[src/rtl/i2c_arbiter.sv]
// i2c_arbiter: shares one I2C master among NREQ requesters, using round-robin arbitration.
//
// Ports:
//   clk, reset (async, active-low)
//   r_req/r_rw/r_nbyte/r_dev_add/r_ptr/r_dwr : per-requester commands, flattened by requester index
//   r_grant (one-hot), r_done (one-cycle pulse), r_err, r_drd : responses to requesters
//   m_go/m_rw/m_nbyte/m_dev_add/m_ptr/m_dwr  : command to the I2C master
//   m_ready/m_done/m_ack_e/m_drd             : status and data from the I2C master
//
// Optional feature: define I2C_ARB_WDOG_EN to add a 16-bit per-transaction watchdog.
// The watchdog aborts a transaction after WDOG_CYC cycles in WAIT_ACC/BUSY.
module i2c_arbiter #(
  parameter int unsigned NREQ     = 4,
  parameter int unsigned WDOG_CYC = 65535
) (
  input  logic                clk,
  input  logic                reset,
  input  logic [NREQ-1:0]     r_req,
  input  logic [NREQ-1:0]     r_rw,
  input  logic [6*NREQ-1:0]   r_nbyte,
  input  logic [7*NREQ-1:0]   r_dev_add,
  input  logic [8*NREQ-1:0]   r_ptr,
  input  logic [8*NREQ-1:0]   r_dwr,
  output logic [NREQ-1:0]     r_grant,
  output logic [NREQ-1:0]     r_done,
  output logic                r_err,
  output logic [7:0]          r_drd,
  output logic                m_go,
  output logic                m_rw,
  output logic [5:0]          m_nbyte,
  output logic [6:0]          m_dev_add,
  output logic [7:0]          m_ptr,
  output logic [7:0]          m_dwr,
  input  logic                m_ready,
  input  logic                m_done,
  input  logic                m_ack_e,
  input  logic [7:0]          m_drd
);

  localparam int unsigned IW = (NREQ > 1) ? $clog2(NREQ) : 1;

  // Reject out-of-range configurations at elaboration
  if (NREQ < 2 || NREQ > 8 || WDOG_CYC == 0 || WDOG_CYC > 65535) begin : g_bad_cfg
    $error("i2c_arbiter: NREQ must be 2..8 and WDOG_CYC 1..65535");
  end

  typedef enum logic [2:0] {IDLE, LAUNCH, WAIT_ACC, BUSY, FINISH} state_t;

  state_t          state, state_d;
  logic [IW-1:0]   rr_ptr, rr_d, gidx, gidx_d;
  logic [NREQ-1:0] grant_d, done_d;
  logic            err_d, go_d, nack, nack_d, armed;
  logic            rw_d;
  logic [5:0]      nbyte_d;
  logic [6:0]      dev_d;
  logic [7:0]      ptr_d;

  // Unpacked views of the flattened per-requester fields
  logic       rw_a    [NREQ];
  logic [5:0] nbyte_a [NREQ];
  logic [6:0] dev_a   [NREQ];
  logic [7:0] ptr_a   [NREQ];
  logic [7:0] dwr_a   [NREQ];

  for (genvar i = 0; i < NREQ; i++) begin : g_unpack
    assign rw_a[i]    = r_rw[i];
    assign nbyte_a[i] = r_nbyte[6*i +: 6];
    assign dev_a[i]   = r_dev_add[7*i +: 7];
    assign ptr_a[i]   = r_ptr[8*i +: 8];
    assign dwr_a[i]   = r_dwr[8*i +: 8];
  end

  // Write data follows the granted requester live; read data is shared by all
  assign m_dwr = dwr_a[gidx];
  assign r_drd = m_drd;

`ifdef I2C_ARB_WDOG_EN
  localparam logic [15:0] WDOG_LIM = 16'(WDOG_CYC - 1);
  logic [15:0] wdog, wdog_d;
`endif

  // Round-robin pick: first requester at or after rr_ptr, wrapping NREQ-1 -> 0
  logic          win_found;
  logic [IW-1:0] win_idx;
  logic [IW:0]   rr_sum;

  always_comb begin : rr_pick
    win_found = 1'b0;
    win_idx   = '0;
    rr_sum    = '0;
    for (int unsigned k = 0; k < NREQ; k++) begin
      rr_sum = {1'b0, rr_ptr} + (IW+1)'(k);
      if (rr_sum >= (IW+1)'(NREQ)) rr_sum = rr_sum - (IW+1)'(NREQ);
      if (!win_found && r_req[rr_sum[IW-1:0]]) begin
        win_found = 1'b1;
        win_idx   = rr_sum[IW-1:0];
      end
    end
  end

  // Next-state and next-output logic
  always_comb begin : next_logic
    state_d = state;
    grant_d = r_grant;
    done_d  = '0;
    err_d   = 1'b0;
    go_d    = 1'b0;
    gidx_d  = gidx;
    rr_d    = rr_ptr;
    nack_d  = nack;
    rw_d    = m_rw;
    nbyte_d = m_nbyte;
    dev_d   = m_dev_add;
    ptr_d   = m_ptr;
`ifdef I2C_ARB_WDOG_EN
    wdog_d  = wdog;
`endif
    case (state)
      IDLE: begin
        // armed delays the first arbitration to the second edge after reset release
        if (armed && m_ready && win_found) begin
          state_d = LAUNCH;
          grant_d = NREQ'(1) << win_idx;
          gidx_d  = win_idx;
          rw_d    = rw_a[win_idx];
          nbyte_d = nbyte_a[win_idx];
          dev_d   = dev_a[win_idx];
          ptr_d   = ptr_a[win_idx];
          nack_d  = 1'b0;
        end
      end
      LAUNCH: begin
        // Zero-length commands complete with an error and never reach the master
        if (m_nbyte == 6'd0) begin
          state_d = FINISH;
          done_d  = r_grant;
          err_d   = 1'b1;
          nack_d  = 1'b1;
        end else if (m_ready) begin
          state_d = WAIT_ACC;
          go_d    = 1'b1;
        end
      end
      WAIT_ACC: begin
        if (!m_done) state_d = BUSY;
      end
      BUSY: begin
        if (m_ack_e) nack_d = 1'b1;
        // m_done was low on entry, so a high level here is the 0->1 edge
        if (m_done) begin
          state_d = FINISH;
          done_d  = r_grant;
          err_d   = nack | m_ack_e;
        end
      end
      FINISH: begin
        state_d = IDLE;
        grant_d = '0;
        rr_d    = (gidx == IW'(NREQ - 1)) ? '0 : gidx + IW'(1);
      end
      default: state_d = IDLE;
    endcase
`ifdef I2C_ARB_WDOG_EN
    if (state == LAUNCH) begin
      wdog_d = '0;
    end else if (state == WAIT_ACC || state == BUSY) begin
      wdog_d = wdog + 16'd1;
      if (wdog == WDOG_LIM) begin
        state_d = FINISH;
        done_d  = r_grant;
        err_d   = 1'b1;
        nack_d  = 1'b1;
      end
    end
`endif
  end

  // State and registered outputs
  always_ff @(posedge clk or negedge reset) begin
    if (!reset) begin
      state     <= IDLE;
      armed     <= 1'b0;
      rr_ptr    <= '0;
      gidx      <= '0;
      nack      <= 1'b0;
      r_grant   <= '0;
      r_done    <= '0;
      r_err     <= 1'b0;
      m_go      <= 1'b0;
      m_rw      <= 1'b0;
      m_nbyte   <= '0;
      m_dev_add <= '0;
      m_ptr     <= '0;
`ifdef I2C_ARB_WDOG_EN
      wdog      <= '0;
`endif
    end else begin
      state     <= state_d;
      armed     <= 1'b1;
      rr_ptr    <= rr_d;
      gidx      <= gidx_d;
      nack      <= nack_d;
      r_grant   <= grant_d;
      r_done    <= done_d;
      r_err     <= err_d;
      m_go      <= go_d;
      m_rw      <= rw_d;
      m_nbyte   <= nbyte_d;
      m_dev_add <= dev_d;
      m_ptr     <= ptr_d;
`ifdef I2C_ARB_WDOG_EN
      wdog      <= wdog_d;
`endif
    end
  end

endmodule

[config.mk]
export PLATFORM = sky130hd
export DESIGN_NAME = i2c_arbiter
export DESIGN_NICKNAME = d
export VERILOG_FILES = /design/src/rtl/i2c_arbiter.sv
export SDC_FILE = /design/constraint.sdc
export NUM_CORES = 1
export LEC_CHECK = 0
export CAP_MARGIN = 20
export CORE_MARGIN = 5
export CORE_UTILIZATION = 36
export CTS_CLUSTER_SIZE = 40
export DETAILED_ROUTE_END_ITERATION = 6
export PLACE_DENSITY = 0.82
export SYNTH_ARGS = -nofsm -noshare
export SYNTH_HDL_FRONTEND = slang
export SYNTH_SLANG_ARGS = --single-unit
[constraint.sdc]
create_clock -name clk -period 2.58 [get_ports clk]
set_input_delay 0.774 -clock clk [delete_from_list [all_inputs] [get_ports clk]]
set_output_delay 0.774 -clock clk [all_outputs]
set_load 0.02 [all_outputs]
==> reports/metrics.csv <==
stage;metric;value;unit
critical_path;worst-path cell chain;clkdlybuf4s50_1, mux4_2, buf_6;
synth;Synth Flop Type;dfrtp_1;
synth;average size of a mapped cell;9.954;µm²
floorplan;die height;96.57;µm
status;status;finished, final reports clean;
clock_network;Worst-Skew Late Latency;300;ps
timing;Slew @ Worst Pin;851.5;ps
critical_path;worst r2r src;m_nbyte[3];
floorplan;Die W;96.57;µm
cells_and_area;Finished Cell Area;0.004623;mm²
grt;met3 usage;0.07359;
cells_and_area;Syn-to-layout area delta;71.38;%
timing;Final min period;2573;ps
timing;Slew headroom;0.4281;
clock_network;postcts setup bufs;0;
grt;GR peak layer;met2;
pwr;combinational power share;0.598;
critical_path;Startpoint Class;primary input;
synth;Ys Warns;0;
cells_and_area;final core occ;0.6340;
timing;# setup viols final;0;
drt;Final ANT Viol Nets;0;
synth;Yosys top cell area share;0.3803;
synth;synth cell count leaders;nand3_1, dfrtp_1, nor2_1, a31oi_1, a221oi_2;
synth;largest family of logic cells by synthesized area;compound AO/OA/AOI/OAI gates;
floorplan;Site Rows;31;
grt;first-pass GRT wire length;14910;µm
clock_network;# hold bufs at CTS;0;
synth;count of different cell masters after synthesis;44;
pwr;maximum VDD drop;0.3434;mV
grt;initial antenna violation count;0;
synth;post-synthesis xor/xnor area fraction;0;
grt;largest net degree at the start of global routing;27;
run;Max-Cap Viols;0;
floorplan;IO Pins;185;
pwr;switching pwr;1.708;mW
synth;top-count cell post-synth;nand3_1;
synth;Seq cells post-synth;41;
pwr;Clock power frac;0.113;
pwr;Pint;2.338;mW
grt;met2 global-route usage;0.3615;
drt;1st-iter DRT viols;111;
placement;Placed Instances;522;
pwr;switching share of power;0.4221;
critical_path;CP Capture Type;output port;
timing;Setup Skew;15.33;ps
placement;Placed Area;0.004498;mm²
floorplan;area of the die;0.009325;mm²
grt;GR Overflow Total;0;
cells_and_area;layout cells sized above 1;0.1717;
critical_path;r2r worst-path depth;5;
min_path;hold crit path type;in2async;
clock_network;H-tree depth;2;
synth;leading area contributor after synthesis;dfrtp_1;
placement;# port buffers;168;
synth;asr flop ratio synth;1.000;
pwr;Seq pwr share;0.288;
synth;dominant cells by area after synthesis;dfrtp_1, a221oi_2, nand3_1;
clock_network;Clk pin slew, worst setup/hold paths;90;ps
drt;vias per cell;5.468;
placement;Placer Congestion;0.8088;
cells_and_area;Ant. Diodes;0;
floorplan;initial core utilization;0.3699;
critical_path;critical path arrival;1800;ps
critical_path;CP max stage delay;470;ps
drt;# DRC;0;
timing;maximum operating frequency;388.6;MHz
pwr;P_leak;1.970;nW
synth;Mapped Nets;409;
timing;Final Cycle Share;0.9973;
critical_path;Crit Path Class;in2out;
critical_path;CP max stage cell;mux4_2;
synth;Gate Count Post-Synth;271;
cells_and_area;fin cells;530;
critical_path;worst-path fanout max;1;
pwr;PD cells;875.1;mW/mm²
grt;GR Util met1;0.2360;
clock_network;Root Buffer;clkbuf_8;
timing;Max Slew Vio Count;0;
synth;Compound-Gate Fraction of Synth Area;0.2509;
timing;endpoints failing hold;0;
critical_path;CP required;1810;ps
drt;final WL;9894;µm
clock_network;CTS buffer count;5;
synth;Post-Synth Simple-Gate Area;0.1985;
timing;Final TNS setup;0;ps
synth;Syn Std Cell Area;0.002698;mm²
timing;RSZ-0062 raised after global routing;false;
synth;multiplexer share of the synthesized area;0.07468;
grt;gr usage total;0.2109;
synth;EDFF count, synth;0;
synth;Post-Synth Adder-Cell Area;0.004638;
synth;sequential-to-total area share from yosys stat;0.3803;
clock_network;TritonCTS clock tree;built;
drt;DR WL/cell;18.67;µm
clock_network;CTS Buffer Depth;2;
placement;detailed placement HPWL;7741;µm
cells_and_area;final layout net count;568;
drt;drt first pass iters;4;
timing;worst hold slack;402.3;ps
floorplan;CORE AREA;0.007292;mm²
critical_path;worst reg-to-reg setup slack;500;ps
critical_path;reg2reg end;r_done[3];
grt;vias in the first global route;3032;
clock_network;CTS Sinks;41;
drt;routed via count;2898;
## placed cells by master (no fill, tap or decap), drive strengths merged, types with 2 or more instances in the layout
master / synthesis / layout
clkinv: 0 / 2
nor2: 24 / 24
and2: 4 / 4
o21ai: 5 / 5
o211ai: 2 / 2
nand3: 49 / 49
dlygate4sd2: 0 / 11
mux4: 8 / 8
a21oi: 6 / 6
a221oi: 23 / 23
o21a: 2 / 2
dlymetal6s2s: 0 / 13
clkdlybuf4s50: 0 / 135
nand2: 18 / 18
buf: 27 / 28
or4: 2 / 2
inv: 3 / 3
a31oi: 22 / 22
or3: 2 / 2
a21o: 3 / 3
o211a: 2 / 2
nand2b: 4 / 4
dfrtp: 41 / 41
clkbuf: 8 / 6
## registers in the layout, indices dropped and copies added (netlist names)
| register | flops |
|---|---|
| m_ptr | 8 |
| m_dev_add | 7 |
| m_nbyte | 6 |
| r_done | 4 |
| r_grant | 4 |
| state | 3 |
| gidx | 2 |
| rr_ptr | 2 |
| armed | 1 |
| m_go | 1 |
| m_rw | 1 |
| nack | 1 |
| r_err | 1 |
## power by group through the flow
stage	Clock [mW]	Combinational, mW	Sequential, mW
after floorplan	0	1.14	1.32
after global placement	0	2.37	1.16
after detailed placement	0	2.42	1.18
after CTS	0.467	2.43	1.16
after global routing	0.498	2.59	1.20
final	0.458	2.42	1.17
## worst max-delay path by stage
stage,from,to,depth (start not counted)
2_1_floorplan,r_req[2],m_dev_add[1],8
3_3_place_gp,r_dwr[0],m_dwr[0],3
3_5_place_dp,r_dwr[0],m_dwr[0],3
4_1_cts,r_dwr[0],m_dwr[0],3
5_1_grt,r_dwr[20],m_dwr[4],3
6_report,r_dwr[20],m_dwr[4],3
## area by class of cell
| type | count | area (µm²) |
|---|---|---|
| multi-input combinational | 192 | 1430 |
| clock inverter | 2 | 13.76 |
| timing repair buffer | 187 | 1936 |
| fill | 637 | 2669 |
| sequential | 41 | 1026 |
| inverter | 3 | 11.26 |
| tap | 99 | 123.9 |
| clock buffer | 6 | 82.58 |
## stage by stage
| step | power (mW) | worst slack (ps) |
|---|---|---|
| floorplan | 2.460 | 333.4 |
| global placement | 3.532 | -408.3 |
| detailed placement | 3.597 | -458.6 |
| CTS | 4.056 | -78.29 |
| global route | 4.293 | 0.4602 |
| finish | 4.046 | 6.969 |
## layer usage
layer | vias to the layer above | part of all wire
met5 | - | 0
li1 | 1338 | -
met3 | 21 | 0.081
met2 | 132 | 0.52
met4 | 0 | 0.030
met1 | 1407 | 0.37
## worst max-delay path: cells and delay by family
| kind | cells | cell delay [ps] |
|---|---|---|
| multiplexers | 1 | 470 |
| buffers and inverters | 2 | 560 |
## cell families after synthesis
logic type / after synthesis
muxes: 10
buffers and inverters: 38
DFF: 41
AOI/OAI and AO/OA: 71
adders and majority gates: 1
other: 1
and+or+nand+nor: 109
## repair_timing
item / in CTS / in global routing
endpoints found under the setup margin: 8 / 6
pin swaps: 0 / 0
gates resized for setup: 55 / 17
Note: power is estimated with default switching activity, not from simulation.
